===== src/rtl/data_mem_pkg.sv =====
`default_nettype none
// ============================================================================
//  Module      : data_mem_pkg
//  Description : Shared types and helpers for the dual-port data memory.
//                - state_t     : controller state (IDLE / CLEAR)
//                - bytes_of    : number of byte lanes in a word
//                - data_w_ok   : word-width legality check used at elaboration
//  Revision    : 1.0 - initial release
// ============================================================================
package data_mem_pkg;

   typedef enum logic [0:0] {
      IDLE  = 1'b0,
      CLEAR = 1'b1
   } state_t;

   function automatic int bytes_of(input int data_w);
      return data_w / 8;
   endfunction

   // Byte strobes only make sense for whole bytes.
   function automatic bit data_w_ok(input int data_w);
      return (data_w > 0) && ((data_w % 8) == 0);
   endfunction

endpackage
`default_nettype wire


===== src/rtl/data_mem_array.sv =====
`default_nettype none
// ============================================================================
//  Module      : data_mem_array
//  Description : Storage array with one byte-strobed synchronous write port
//                and one combinational (unregistered) read port. No reset on
//                the contents; zeroing is done by the owner via the write port.
//  Ports       : clk      - clock
//                wr_en    - write enable
//                wr_addr  - write address
//                wr_data  - write data
//                wr_strb  - byte enables, bit k gates wr_data[8k+7:8k]
//                rd_addr  - read address
//                rd_word  - current contents of mem[rd_addr]
//  Revision    : 1.0 - initial release
// ============================================================================
module data_mem_array
   import data_mem_pkg::*;
#(
   parameter int DATA_W = 8,
   parameter int ADDR_W = 8
) (
   input  logic                          clk,
   input  logic                          wr_en,
   input  logic [ADDR_W-1:0]             wr_addr,
   input  logic [DATA_W-1:0]             wr_data,
   input  logic [bytes_of(DATA_W)-1:0]   wr_strb,
   input  logic [ADDR_W-1:0]             rd_addr,
   output logic [DATA_W-1:0]             rd_word
);

   localparam int BYTES = bytes_of(DATA_W);
   localparam int DEPTH = 2 ** ADDR_W;

   logic [DATA_W-1:0] mem [DEPTH];

   always_ff @(posedge clk) begin
      if (wr_en) begin
         for (int b = 0; b < BYTES; b++) begin
            if (wr_strb[b]) begin
               mem[wr_addr][8*b +: 8] <= wr_data[8*b +: 8];
            end
         end
      end
   end

   assign rd_word = mem[rd_addr];

endmodule
`default_nettype wire


===== src/rtl/data_mem_dp.sv =====
`default_nettype none
// ============================================================================
//  Module      : data_mem_dp
//  Description : Simple-dual-port data memory with byte-strobed writes, a
//                registered read port with valid pulse, selectable
//                read-during-write behaviour and a hardware clear engine that
//                zeroes the whole array after reset and on request.
//  Ports       : clk      - clock (rising edge)
//                rst      - asynchronous active-high reset
//                wr_en    - write request
//                wr_addr  - write address
//                wr_data  - write data
//                wr_strb  - byte enables
//                rd_en    - read request
//                rd_addr  - read address
//                rd_data  - registered read data
//                rd_valid - one-cycle pulse, rd_data holds a new result
//                clr_req  - start a full-array clear
//                busy     - clear in progress, read/write ports ignored
//  Revision    : 1.0 - initial release
// ============================================================================
module data_mem_dp
   import data_mem_pkg::*;
#(
   parameter int DATA_W      = 8,
   parameter int ADDR_W      = 8,
   parameter bit WRITE_FIRST = 1'b0
) (
   input  logic                          clk,
   input  logic                          rst,
   input  logic                          wr_en,
   input  logic [ADDR_W-1:0]             wr_addr,
   input  logic [DATA_W-1:0]             wr_data,
   input  logic [bytes_of(DATA_W)-1:0]   wr_strb,
   input  logic                          rd_en,
   input  logic [ADDR_W-1:0]             rd_addr,
   output logic [DATA_W-1:0]             rd_data,
   output logic                          rd_valid,
   input  logic                          clr_req,
   output logic                          busy
);

   localparam int BYTES = bytes_of(DATA_W);

   generate
      if (!data_w_ok(DATA_W)) begin : g_bad_data_w
         $error("data_mem_dp: DATA_W must be a non-zero multiple of 8");
      end
   endgenerate

   state_t              state;
   logic [ADDR_W-1:0]   clr_cnt;

   logic                clearing;
   logic                wr_act;
   logic                rd_act;
   logic                rdw_hit;
   logic                arr_wr_en;
   logic [ADDR_W-1:0]   arr_wr_addr;
   logic [DATA_W-1:0]   arr_wr_data;
   logic [BYTES-1:0]    arr_wr_strb;
   logic [DATA_W-1:0]   rd_word;
   logic [DATA_W-1:0]   merged;
   logic [DATA_W-1:0]   rd_next;

   // clr_req wins over any same-cycle access, so both ports are gated by it.
   assign clearing = (state == CLEAR);
   assign wr_act   = (state == IDLE) && !clr_req && wr_en;
   assign rd_act   = (state == IDLE) && !clr_req && rd_en;

   // Clear engine borrows the write port with every byte lane enabled.
   assign arr_wr_en   = clearing || wr_act;
   assign arr_wr_addr = clearing ? clr_cnt : wr_addr;
   assign arr_wr_data = clearing ? '0      : wr_data;
   assign arr_wr_strb = clearing ? '1      : wr_strb;

   data_mem_array #(
      .DATA_W (DATA_W),
      .ADDR_W (ADDR_W)
   ) u_array (
      .clk     (clk),
      .wr_en   (arr_wr_en),
      .wr_addr (arr_wr_addr),
      .wr_data (arr_wr_data),
      .wr_strb (arr_wr_strb),
      .rd_addr (rd_addr),
      .rd_word (rd_word)
   );

   // Word as it will look after this cycle's write: strobed bytes new,
   // the rest from the array. Only meaningful when addresses match.
   always_comb begin
      merged = rd_word;
      for (int b = 0; b < BYTES; b++) begin
         if (wr_strb[b]) begin
            merged[8*b +: 8] = wr_data[8*b +: 8];
         end
      end
   end

   assign rdw_hit = wr_act && (wr_addr == rd_addr);
   assign rd_next = (WRITE_FIRST && rdw_hit) ? merged : rd_word;

   always_ff @(posedge clk or posedge rst) begin
      if (rst) begin
         state    <= CLEAR;
         clr_cnt  <= '0;
         busy     <= 1'b1;
         rd_valid <= 1'b0;
         rd_data  <= '0;
      end else begin
         case (state)
            IDLE: begin
               rd_valid <= rd_act;
               if (rd_act) begin
                  rd_data <= rd_next;
               end
               if (clr_req) begin
                  state   <= CLEAR;
                  busy    <= 1'b1;
                  clr_cnt <= '0;
               end
            end
            CLEAR: begin
               rd_valid <= 1'b0;
               // Wraps to zero on the final address, ready for the next clear.
               clr_cnt  <= clr_cnt + 1'b1;
               if (&clr_cnt) begin
                  state <= IDLE;
                  busy  <= 1'b0;
               end
            end
            default: begin
               state    <= CLEAR;
               busy     <= 1'b1;
               clr_cnt  <= '0;
               rd_valid <= 1'b0;
            end
         endcase
      end
   end

endmodule
`default_nettype wire


===== config.mk =====
export PLATFORM = sky130hd
export DESIGN_NAME = data_mem_dp
export DESIGN_NICKNAME = d
export VERILOG_FILES = /design/src/rtl/data_mem_pkg.sv /design/src/rtl/data_mem_array.sv /design/src/rtl/data_mem_dp.sv
export SDC_FILE = /design/constraint.sdc
export NUM_CORES = 2
export LEC_CHECK = 0
export ABC_CLOCK_PERIOD_IN_PS = 25300
export CORE_MARGIN = 3
export CORE_UTILIZATION = 31
export CTS_BUF_LIST = sky130_fd_sc_hd__clkbuf_8
export CTS_CLUSTER_SIZE = 24
export DETAILED_ROUTE_END_ITERATION = 8
export DONT_BUFFER_PORTS = 1
export GPL_ROUTABILITY_DRIVEN = 0
export PLACE_DENSITY = 0.47
export SLEW_MARGIN = 15
export SYNTH_ARGS = -nofsm -noshare
export SYNTH_HDL_FRONTEND = slang
export SYNTH_SLANG_ARGS = --single-unit

===== constraint.sdc =====
create_clock -name clk -period 25.3 [get_ports clk]
set_clock_uncertainty 0.2 [all_clocks]
set_input_delay 6.325 -clock clk [delete_from_list [all_inputs] [get_ports clk]]
set_output_delay 6.325 -clock clk [all_outputs]
set_load 0.005 [all_outputs]

* After elaboration in Yosys (flattened, before gate mapping)
Memories as Yosys holds them, arrays and structs flattened. A register that Yosys moved wholly into a read port is not among the register bits.
Cells that the tools add are included.
** Storage, ports and cells
- Memory bits (read-only) :: 0
- Bits of input ports :: 30
- Bits in registers :: 11
- Latch bits :: 0
- Memories :: 1
- Output and inout bits :: 10
- Logic and storage cells :: 32
- RAM bits :: 2048
** Memory list
- u_array.mem :: depth 256, bits a word 8, rd ports 1, clocked after memory_dff 1, wr ports 1, RTL line data_mem_array.sv:34 : logic [DATA_W-1:0] mem [DEPTH];
** Operators by class
- Equality and inequality tests :: 2
- Shift-type cells :: 0
- Bitwise operators :: 1
- Magnitude comparators :: 0
- Add/sub/neg operators :: 1
- Div/mod/pow operators :: 0
- Mux-type cells :: 15
- Reductions and logical operators :: 8
- $mul :: 0
** Operator list (number)
- 2-to-1 mux 8 bit :: 3
- case mux 8 bit (2 select lines) :: 1
- adder 8 x 1 -> 8 bit (second input constant) :: 1
- 2-to-1 mux 1 bit :: 8
- AND reduction 8 bit :: 1
- case mux 1 bit (2 select lines) :: 3
- AND reduction 2 bit :: 2
- logical AND 1 bit :: 3
- != test 2 x 1 -> 1 bit (second input constant) :: 1
- != test 2 bit (second input constant) :: 1
- logical NOT 1 bit :: 1
- logical OR 1 bit :: 1
- inverter 1 bit :: 1

* Depth between registers and ports, before layout
- Depth in word-level cells :: 6
- Mapped depth :: 13
- Depth with buffers taken out :: 7

* Cells and area by module
Synthesis repeated with hierarchy kept, for this count alone.
** Unflattened totals
- Cells, all modules :: 3849
- Area, all modules :: 80699.9 um^2
** Modules (own cells, without submodules)
- data_mem_array :: cells each 3754, area each 79705.2 um^2, seq. area each 61499.0 um^2, times used 1
- data_mem_dp :: cells each 95, area each 994.7 um^2, seq. area each 478.0 um^2, times used 1

* Least setup slack after synthesis
Ideal clock, no wire load.
- Kind :: in2reg
- From :: input port wr_data[0]
- To :: memory u_array.mem[0][0], data pin
- Buffers on the path :: 0
- Required time :: 23651 ps
- Data arrival time :: 12470 ps
- Stages on the path :: 1
- Path slack :: 11181 ps
- Library setup time :: 1449 ps
- Cells stage by stage :: nor2b_1
** Between the ends
- Word-level cells in the longest chain between the ends :: 1
** Ends and longest elaborated chain
- start: declaration :: RTL line data_mem_dp.sv:33 : input logic [DATA_W-1:0] wr_data,
- 2-to-1 mux 8 bit :: RTL line data_mem_dp.sv:74 : assign arr_wr_data = clearing ? '0 : wr_data;
- end: declaration :: RTL line data_mem_array.sv:34
Every way passes these cells.

==> impl_metrics.env <==
export IMPL_endpoint_kind="flip-flop"
export IMPL_cts_htree_levels=5
export IMPL_drtIter0Drc=3989
export IMPL_grt_ovfl_total=0
export IMPL_critical_path_buf_inv_count=2
export IMPL_yosys_area_top_type="edfxtp_1"
export IMPL_power_switching_mw=1.803
export IMPL_synth_compound_area_share_pct=4.286
export IMPL_synth_edff_count=2048
export IMPL_period_minus_slack_ps=9997
export IMPL_netlist_area_um2=80780
export IMPL_internal_power_mw=5.392
export IMPL_rows=186
export IMPL_drive_gt1_share_pct=19.16
export IMPL_crit_top_cell="buf_16"
export IMPL_placed_area_um2=84250
export IMPL_clk_pin_slew_ps=60
export IMPL_numPortBuffers=0
export IMPL_p_leak_nw=29.27
export IMPL_required_ps=26060
export IMPL_timing_fmax_ghz=0.1000
export IMPL_synth_adder_area_share_pct=0.01549
export IMPL_drv_slew=0
export IMPL_via_per_inst=5.196
export IMPL_worstSetupPathType="input port to flip-flop"
export IMPL_post_cts_setup_buffers=0
export IMPL_grt_antenna_before_repair=12
export IMPL_grt_max_degree=551
export IMPL_hold_viol_final=0
export IMPL_crit_arrival_ps=10760
export IMPL_hold_buffers=0
export IMPL_drv_cap=0
export IMPL_first_pass_iters=8
export IMPL_nets=4309
export IMPL_yosys_top_cells_count="edfxtp_1, mux2i_1, mux4_2"
export IMPL_synth_flop_cell="edfxtp_1"
export IMPL_slowest_delay_ps=880
export IMPL_fp_dieW_um=516.5
export IMPL_die_area_um2=266700
export IMPL_synth_xor_area_share_pct=0.01084
export IMPL_synthDominantCellAreaShare_pct=76.13
export IMPL_synth_seq_cells=2067
export IMPL_post_cts_resized=0
export IMPL_final_cell_area_um2=90850
export IMPL_setup_tns_ps=0
export IMPL_synth_async_reset_ratio_pct=0.9192
export IMPL_yosysWarnings=0
export IMPL_hp_class="flip-flop to flip-flop"
export IMPL_fp_dieH_um=516.5
export IMPL_synth_top_family_by_area="multiplexers"
export IMPL_min_period_over_period_pct=39.52
export IMPL_p_per_area_nw_per_um2=79.19
export IMPL_startpoint_type="input port"
export IMPL_synth_cell_types=60
export IMPL_status="finished clean"
export IMPL_synth_most_common_cell="edfxtp_1"
export IMPL_syn_num_nets=4121
export IMPL_synth_area_leaders="edfxtp_1, mux4_2, mux2i_1"
export IMPL_crit_family="simple AND/OR/NAND/NOR gates"
export IMPL_cts_made_buffers=363
export IMPL_vdd_ir_drop_max_mv=0.05561
export IMPL_max_slew_margin_pct=16.42
export IMPL_power_frac_comb_pct=7.9
export IMPL_synth_avg_cell_area_um2=19.75
export IMPL_drt_total_wl_mm=237.4
export IMPL_clockBufferDepth=4
export IMPL_worst_path_max_fanout=154
export IMPL_syn_instance_count=4090
export IMPL_post_route_drc_count=0
export IMPL_insertion_delay_ps=1080
export IMPL_clkPwrFrac_pct=38.8
export IMPL_cts_tree="yes"
export IMPL_hpwlAfterDp_mm=137.0
export IMPL_swShare_pct=25.06
export IMPL_grt_pass1_wl_mm=331.3
export IMPL_rsz0062_at_grt="no"
export IMPL_nFillCells=24120
export IMPL_finalSetupViolations=0
export IMPL_synth_simple_area_share_pct=2.814
export IMPL_vias=41140
export IMPL_start_util_pct=31.30
export IMPL_power_mw=7.194
export IMPL_critPathSlowestCell="and2_1"
export IMPL_syn2layout_area_growth_pct=12.46
export IMPL_p_seq_share_pct=53.3
export IMPL_crit_chain="buf_16 -> buf_16 -> and2_1 -> a211o_1 -> a31oi_1 -> nor4_1 -> or4b_1 -> nand3_1"
export IMPL_cts_num_sinks=2067
export IMPL_grt_pass1_vias=41960
export IMPL_ioPinCount=40
export IMPL_synth_mux_area_share_pct=14.31
export IMPL_wl_per_cell_um=29.98
export IMPL_seq_area_frac_synth_pct=76.72
export IMPL_core_area_um2=258100
export IMPL_root_buffer="clkbuf_8"
export IMPL_ant_nets=0
export IMPL_worst_slew_pin_transition_ps=1253
export IMPL_grt_total_usage_pct=17.50
per-stage QoR:
step | util (%) | instances | hold WS (ps) | worst slack [ps]
after detailed placement | 32.64 | 7288 | 356.7 | 14830
after global placement | 32.63 | 7287 | 347.2 | 14660
after global routing | 35.19 | 7913 | 399.0 | 15250
final | 35.20 | 7919 | 366.5 | 15300
after floorplan | - | 4090 | 248.1 | 11180
after CTS | 35.10 | 7896 | 359.4 | 15950
sequential cells by signal (all words and copies together) (netlist names):
register / flops
u_array.mem: 2048
clr_cnt: 8
rd_data: 8
busy: 1
clearing: 1
rd_valid: 1
kinds of logic (layout without fill, tap and decap cells):
group | count (synthesis) | count (layout)
flip-flops | 2067 | 2067
multiplexers | 733 | 733
AND/OR/NAND/NOR | 527 | 527
AO/OA/AOI/OAI | 503 | 503
buffers and inverters | 258 | 689
adder cells (fa/ha/maj) | 1 | 1
XOR/XNOR | 1 | 1
other | 0 | 14
final timing paths:
path                                             start  depth (start not counted)                            end  slack (ps)
worst max-delay path                        rd_addr[1]                          8         rd_data[2]$_DFFE_PP0P_       15300
worst min-delay path            clr_cnt[6]$_DFFE_PP0P_                          1               busy$_DFFE_PP1P_         370
worst max register to register      clearing$_DFF_PP1_                          5  u_array.mem[131][1]$_DFFE_PP_       20510
worst min register to register  clr_cnt[6]$_DFFE_PP0P_                          1               busy$_DFFE_PP1P_         370
max in group asynchronous                          rst                          1         clr_cnt[2]$_DFFE_PP0P_       19030
min in group asynchronous                          rst                          1         rd_data[0]$_DFFE_PP0P_        5210
layout make-up:
class / instances / area (um2) / area share [%]
clock inverter: 232 / 1152 / 1.268
antenna: 14 / 35.03 / 0.03856
clock buffer: 376 / 5175 / 5.696
multi-input combinational: 1765 / 17480 / 19.24
sequential: 2067 / 61980 / 68.22
inverter: 14 / 58.81 / 0.06473
tap: 3384 / 4234 / 4.661
timing repair buffer: 67 / 742.0 / 0.8167
power groups by stage:
stage | sequential (mW) | combinational (mW) | clock (mW)
after global routing | 3.83 | 0.590 | 3.02
after CTS | 3.83 | 0.526 | 2.86
after floorplan | 3.89 | 0.313 | 0
final | 3.83 | 0.571 | 2.79
after global placement | 3.90 | 0.522 | 0
after detailed placement | 3.90 | 0.525 | 0
layer usage:
metal	global-route usage [%]	share of wire, %
met5	0	0
met4	5.377	2.7
met3	3.137	5.3
met2	28.58	49
met1	23.75	43
placed cells by master, fill, tap and decap left out, types with 10 or more instances in the layout:
cell type	instances
nand2b_1	10
diode_2	14
mux2i_1	390
o21ai_0	50
a221oi_1	33
o21ai_1	28
mux4_2	337
dfrtp_1	17
a21oi_1	56
nand2_1	93
edfxtp_1	2048
inv_1	122
nor2_1	291
clkbuf_8	376
buf_4	52
o22ai_1	118
o221ai_1	56
a211oi_1	60
clkinv_2	30
nor2b_1	14
nor3_1	15
a22oi_1	31
nand3_1	34
clkinv_1	79
Power figures use the tool's default switching activity.
